## config.mk

```make
export PLATFORM = sky130hd
export DESIGN_NAME = na_sweep_master
export DESIGN_NICKNAME = d
export VERILOG_FILES = /design/src/rtl/na_sweep_master.sv
export SDC_FILE = /design/constraint.sdc
export NUM_CORES = 2
export LEC_CHECK = 0
export ABC_CLOCK_PERIOD_IN_PS = 16500
export BUFFER_PORTS_ARGS = -buffer_cell sky130_fd_sc_hd__buf_2
export CAP_MARGIN = 20
export CORE_MARGIN = 3
export CORE_UTILIZATION = 66
export DETAILED_ROUTE_END_ITERATION = 7
export GPL_ROUTABILITY_DRIVEN = 0
export PLACE_DENSITY = 0.9
export SLEW_MARGIN = 15
export SYNTH_ARGS = -nofsm -noshare
export SYNTH_HDL_FRONTEND = slang
export SYNTH_SLANG_ARGS = --single-unit
```

## constraint.sdc

```tcl
create_clock -name clk_i -period 16.5 [get_ports clk_i]
set_clock_uncertainty 0.2 [all_clocks]
set_input_delay 2.475 -clock clk_i [delete_from_list [all_inputs] [get_ports clk_i]]
set_output_delay 2.475 -clock clk_i [all_outputs]
set_load 0.05 [all_outputs]
```

## src/rtl/na_sweep_master.sv

```systemverilog
// Sweep sequencer for the IQ block. Each point writes the phase increment, polls until
// averaging finishes, reads the I/Q sums and queues them in a first-word-fall-through FIFO.
module na_sweep_master #(
   parameter int PHASEBITS = 32,
   parameter int POINTBITS = 16,
   parameter int FIFO_LOG2 = 4,
   parameter int TIMEOUT   = 1023,
   parameter int POLL_GAP  = 15
) (
   input  logic                 clk_i,
   input  logic                 rst_i,
   input  logic                 start_i,
   input  logic                 abort_i,
   input  logic [PHASEBITS-1:0] start_freq_i,
   input  logic [PHASEBITS-1:0] step_freq_i,
   input  logic [POINTBITS-1:0] points_i,
   output logic                 busy_o,
   output logic                 done_o,
   output logic                 err_o,
   output logic [15:0]          addr_o,
   output logic                 wen_o,
   output logic                 ren_o,
   output logic [31:0]          wdata_o,
   input  logic                 ack_i,
   input  logic [31:0]          rdata_i,
   output logic                 res_valid_o,
   input  logic                 res_ready_i,
   output logic [POINTBITS-1:0] res_idx_o,
   output logic [61:0]          res_i_o,
   output logic [61:0]          res_q_o
);

   typedef enum logic [2:0] {
      S_IDLE, S_WR_FREQ, S_GAP, S_POLL, S_RD144, S_RD148, S_RD14C, S_PUSH
   } state_t;

   localparam int DEPTH = 1 << FIFO_LOG2;
   localparam int EW    = POINTBITS + 124;
   localparam int TW    = $clog2(TIMEOUT + 1);
   localparam int GW    = $clog2(POLL_GAP + 1);

   state_t                 state, state_nx;
   logic                   pending;
   logic [TW-1:0]          tcnt;
   logic [GW-1:0]          gcnt;
   logic [PHASEBITS-1:0]   freq, step;
   logic [POINTBITS-1:0]   points, idx;
   logic [30:0]            i_lo, i_hi, q_lo, q_hi;
   logic                   err_q, done_q;
   logic [EW-1:0]          mem [DEPTH];
   logic [FIFO_LOG2-1:0]   wr_ptr, rd_ptr;
   logic [FIFO_LOG2:0]     count;
   logic [EW-1:0]          head;
   logic                   bus_st, strobe, ack_ok, tmo, start_ok;
   logic                   push, pop, last, full, empty;

   // NOTE: every signal written in a combinational block gets a value first, so no latch can form.
   always_comb begin
      bus_st   = state inside {S_WR_FREQ, S_POLL, S_RD144, S_RD148, S_RD14C};
      strobe   = bus_st && !pending;
      ack_ok   = pending && ack_i;
      tmo      = pending && !ack_i && !abort_i && (tcnt == TW'(TIMEOUT - 1));
      start_ok = (state == S_IDLE) && start_i && !abort_i;
      full     = (count == (FIFO_LOG2 + 1)'(DEPTH));
      empty    = (count == '0);
      push     = (state == S_PUSH) && !full && !abort_i;
      pop      = !empty && res_ready_i;
      last     = (POINTBITS'(idx + 1'b1) == points);
   end

   // NOTE: sequential state uses non-blocking assignments so every flop samples pre-edge values.
   always_ff @(posedge clk_i or posedge rst_i) begin
      if (rst_i) state <= S_IDLE;
      else       state <= state_nx;
   end

   always_comb begin
      state_nx = state;
      if (state != S_IDLE && abort_i) state_nx = S_IDLE;
      else if (tmo)                   state_nx = S_IDLE;
      else begin
         case (state)
            S_IDLE:    if (start_ok && points_i != '0) state_nx = S_WR_FREQ;
            S_WR_FREQ: if (ack_ok) state_nx = S_POLL;
            S_GAP:     if (gcnt == GW'(POLL_GAP - 1)) state_nx = S_POLL;
            S_POLL:    if (ack_ok) state_nx = rdata_i[31] ? S_GAP : S_RD144;
            S_RD144:   if (ack_ok) state_nx = S_RD148;
            S_RD148:   if (ack_ok) state_nx = S_RD14C;
            S_RD14C:   if (ack_ok) state_nx = S_PUSH;
            S_PUSH:    if (push) state_nx = last ? S_IDLE : S_WR_FREQ;
            default:   state_nx = S_IDLE;
         endcase
      end
   end

   always_comb begin
      busy_o  = (state != S_IDLE);
      wen_o   = strobe && (state == S_WR_FREQ);
      ren_o   = strobe && (state != S_WR_FREQ);
      addr_o  = '0;
      wdata_o = '0;
      case (state)
         S_WR_FREQ: begin addr_o = 16'h0108; wdata_o = 32'(freq); end
         S_POLL:    addr_o = 16'h0140;
         S_RD144:   addr_o = 16'h0144;
         S_RD148:   addr_o = 16'h0148;
         S_RD14C:   addr_o = 16'h014C;
         default:   ;
      endcase
   end

   // Timeout counts the strobe cycle itself, so an ack is accepted in cycles 1..TIMEOUT-1 after it.
   always_ff @(posedge clk_i or posedge rst_i) begin
      if (rst_i) begin
         pending <= 1'b0;  tcnt <= '0;  gcnt <= '0;
         freq    <= '0;    step <= '0;  points <= '0;  idx <= '0;
         i_lo    <= '0;    i_hi <= '0;  q_lo <= '0;    q_hi <= '0;
         err_q   <= 1'b0;  done_q <= 1'b0;
      end else begin
         done_q <= 1'b0;
         if (start_ok) begin
            freq   <= start_freq_i;
            step   <= step_freq_i;
            points <= points_i;
            idx    <= '0;
            err_q  <= 1'b0;
            done_q <= (points_i == '0);
         end
         if (tmo) err_q <= 1'b1;
         if (abort_i || tmo || ack_ok) pending <= 1'b0;
         else if (strobe) begin
            pending <= 1'b1;
            tcnt    <= TW'(1);
         end else if (pending) tcnt <= tcnt + 1'b1;
         gcnt <= (state == S_GAP) ? gcnt + 1'b1 : '0;
         if (ack_ok && !abort_i) begin
            case (state)
               S_POLL:  if (!rdata_i[31]) i_lo <= rdata_i[30:0];
               S_RD144: i_hi <= rdata_i[30:0];
               S_RD148: q_lo <= rdata_i[30:0];
               S_RD14C: q_hi <= rdata_i[30:0];
               default: ;
            endcase
         end
         if (push) begin
            freq <= freq + step;
            idx  <= idx + 1'b1;
            if (last) done_q <= 1'b1;
         end
      end
   end

   always_ff @(posedge clk_i or posedge rst_i) begin
      if (rst_i) begin
         wr_ptr <= '0;  rd_ptr <= '0;  count <= '0;
      end else begin
         if (push) wr_ptr <= wr_ptr + 1'b1;
         if (pop)  rd_ptr <= rd_ptr + 1'b1;
         case ({push, pop})
            2'b10:   count <= count + 1'b1;
            2'b01:   count <= count - 1'b1;
            default: ;
         endcase
      end
   end

   // NOTE: the FIFO storage has no reset; emptiness is tracked by count and the outputs are gated by it.
   always_ff @(posedge clk_i) begin
      if (push) mem[wr_ptr] <= {idx, i_hi, i_lo, q_hi, q_lo};
   end

   assign head        = mem[rd_ptr];
   assign res_valid_o = !empty;
   assign res_idx_o   = empty ? '0 : head[EW-1 -: POINTBITS];
   assign res_i_o     = empty ? '0 : head[123:62];
   assign res_q_o     = empty ? '0 : head[61:0];
   assign done_o      = done_q;
   assign err_o       = err_q;

endmodule

```

==> reports/metrics.cfg <==
[yosys]
ys_ff_latch = 2493
syn_inst = 4516
synth.largest_area_cell = edfxtp_1
ys_top_cells_by_area = edfxtp_1 (69%), mux4_2 (16%), dfrtp_1 (6.5%)
synthSimpleGateAreaFrac = 0.0312
yosys.cell_count.top_type = edfxtp_1
postSynthAreaPerCell_sq_um = 21.6
ys_seq_area_frac = 0.755
synth-edff-count = 2240
synth-xor-area-share = 0.00656
yosys_warnings = 0
synth_cell_types = 73
synth.top_cell.area_share = 0.690
synth_area_sq_um = 97500
synth_top_family_by_area = multiplexers
synth_common_cells = edfxtp_1 (2240), mux4_2 (700), nand2_1 (264)
synth_top_flop_cell = edfxtp_1
synth_fa_ha_area_frac = 0.00618
synth-compound-area-share = 0.0122
synthMuxAreaShare = 0.177
async_reset_ff_frac = 0.101

[die]
initial_utilization = 0.667
core.rowCount = 140
dieHeight_um = 390
coreArea_sq_um = 146000
die_w_um = 390
ioPinCount = 312
dieArea_sq_um = 152000

[final_layout]
area_growth_pct = 11.8
drive_gt1_frac = 0.296
n_fill_cell = 7172
nets = 5043

[sta]
whs_ns = 0.281
finalHoldViolations = 0
setup_violations = 0
fmax_mhz = 112
tightest_slew_ns = 1.22
rsz0062_at_grt = false
period_needed_ns = 8.90
relSlewSlack = 0.184
slew_viol_final = 0
finalCritPeriodShare = 0.540
fin_tns_setup_ns = 0

[worst_setup_path]
path_buf_inv = 4
path_cells = buf_4, buf_4, buf_4, mux4_2, mux4_2, and2_1, buf_2
cpMostUsedCell = buf_4
crit_path_start_kind = flop
cp.required_ns = 13.82
critPathMaxStageDelay_ns = 0.95
cp_max_fo = 49
worstSetupPathType = flop to output pin
slowest_stage = buf_4
crit_family = buffers and inverters
end_kind = output pin
arrival_ns = 6.23

[power_and_ir_drop]
ir_drop_mv = 0.190
p_leak_uw = 0.0374
power.density_nw_per_um2 = 186

[grt]
antenna_found_initial = 38
grt_pass1_wl_um = 406000
grt_usage = 0.386
grt-ovfl-total = 0
grt_max_degree = 143
grt_pass1_vias = 54010

[clocking]
cts_inserted_buffers = 226
clock_latency_ns = 0.89
cts_resized = 0
cts_tree = done
holdBufCountCts = 0
clkTransAtPathRegs_ns = 0.06
postCtsSetupBuffers = 0
cts_root_buf = clkbuf_16
h-tree-depth = 4
cts_sinks = 2493
clk_path_buf_depth = 3

[route]
wl_um = 295000
ant_nets = 0
drtPass1Iterations = 5
drt_iter0_markers = 9190
drc = 0
viasPerCell = 7.48
vias = 52707
wire_per_inst_um = 41.8

[worst_hold_path]
hold_path.class = flop to flop

[placement]
hpwlAfterDp_um = 139000
port_buffers = 299

[status]
outcome = completed

[run]
drv_cap = 0

==> worst reg2reg max path: stages, from the launching register on <==
cell and delay (ns):
dfrtp_1 0.60, nand3_1 0.24, a211oi_4 0.29, inv_2 0.30, nor3_1 0.48, and2_4 0.46
buf_4 0.96, buf_4 0.97
==> report_power, final <==
group	leakage (uW)	internal (uW)	total [uW]	switching [uW]
registers	0.0240	7360	7950	588
logic	0.00962	2560	6740	4180
clock network	0.00373	3030	5540	2510
total	0.0374	13000	20200	7280
==> worst paths after layout <==
| path | start | end | slack, ns | cells after the start |
|---|---|---|---|---|
| setup / recovery | rd_ptr[0] | res_i_o[18] | 7.60 | 7 |
| hold / removal | step[13] | step[13] | 0.28 | 2 |
| setup reg to reg | state[1] | mem[2][97] | 11.58 | 7 |
| hold reg to reg | step[13] | step[13] | 0.28 | 2 |
| max in group asynchronous | rst_i | q_lo[6] | 12.97 | 3 |
| min in group asynchronous | rst_i | q_hi[29] | 1.62 | 2 |
==> routing by layer <==
metal / part of all wire / track usage
met3: 0.13 / 0.0948
met5: 0.00043 / 0
met1: 0.30 / 0.488
met4: 0.075 / 0.248
met2: 0.49 / 0.608
==> state kept, by name, summed over array words and instances (netlist names), 3 cells and up <==
signal and cells:
points 16, wr_ptr 4, i_hi 31, rd_ptr 4, step 32, state 3, q_hi 31, tcnt 10
mem 2240, freq 32, q_lo 31, count 5, gcnt 4, i_lo 31, idx 16
==> layout make-up <==
cell class / count / area (sq um) / area share
antenna: 46 / 115 / 0.00106
multi-input combinational: 1764 / 22800 / 0.210
clock inverter: 126 / 1400 / 0.0129
inverter: 26 / 105 / 0.000964
tap: 1917 / 2400 / 0.0220
clock buffer: 304 / 6240 / 0.0573
sequential: 2493 / 73600 / 0.675
timing repair buffer: 367 / 2270 / 0.0208
==> cells by family after synthesis <==
| family | after synthesis |
|---|---|
| multiplexers | 831 |
| AND/OR/NAND/NOR | 614 |
| AO/OA/AOI/OAI | 187 |
| flip-flops | 2493 |
| buffers and inverters | 270 |
| adder cells (fa/ha/maj) | 47 |
| other | 1 |
| XOR/XNOR | 73 |
==> cells in the final DEF, fill, tap and decap left out, drive strengths merged, types with 3 or more instances in the layout <==
master / n
or2: 3
clkinvlp: 12
xnor2: 47
clkbuf: 304
buf: 367
a21o: 19
edfxtp: 2240
o22ai: 4
nand4: 7
a31oi: 25
and2: 160
o21ai: 59
a211oi: 4
xor2: 26
nand2b: 6
mux4: 700
a311oi: 3
nor2b: 4
nand2: 264
or3: 6
mux2i: 6
o21a: 4
a21oi: 41
and4: 3
conb: 12
ha: 45
o31ai: 5
diode: 46
clkinv: 82
nor3: 15
mux2: 125
bufinv: 23
nand3: 24
dfrtp: 253
nor4: 12
and3: 46
nor2: 56
inv: 35
==> per-stage QoR <==
step	cell area, sq um	utilization	setup WS, ns	std cells	power, uW
global placement	101000	0.691	8.61	6561	14200
detailed placement	101000	0.691	8.47	6561	14500
CTS	109000	0.743	7.44	6991	20100
floorplan	97600	-	6.87	4527	12700
global route	109000	0.745	7.10	7021	20700
finish	109000	0.745	7.60	7043	20200
No activity file was read; power rests on OpenSTA's default activity.
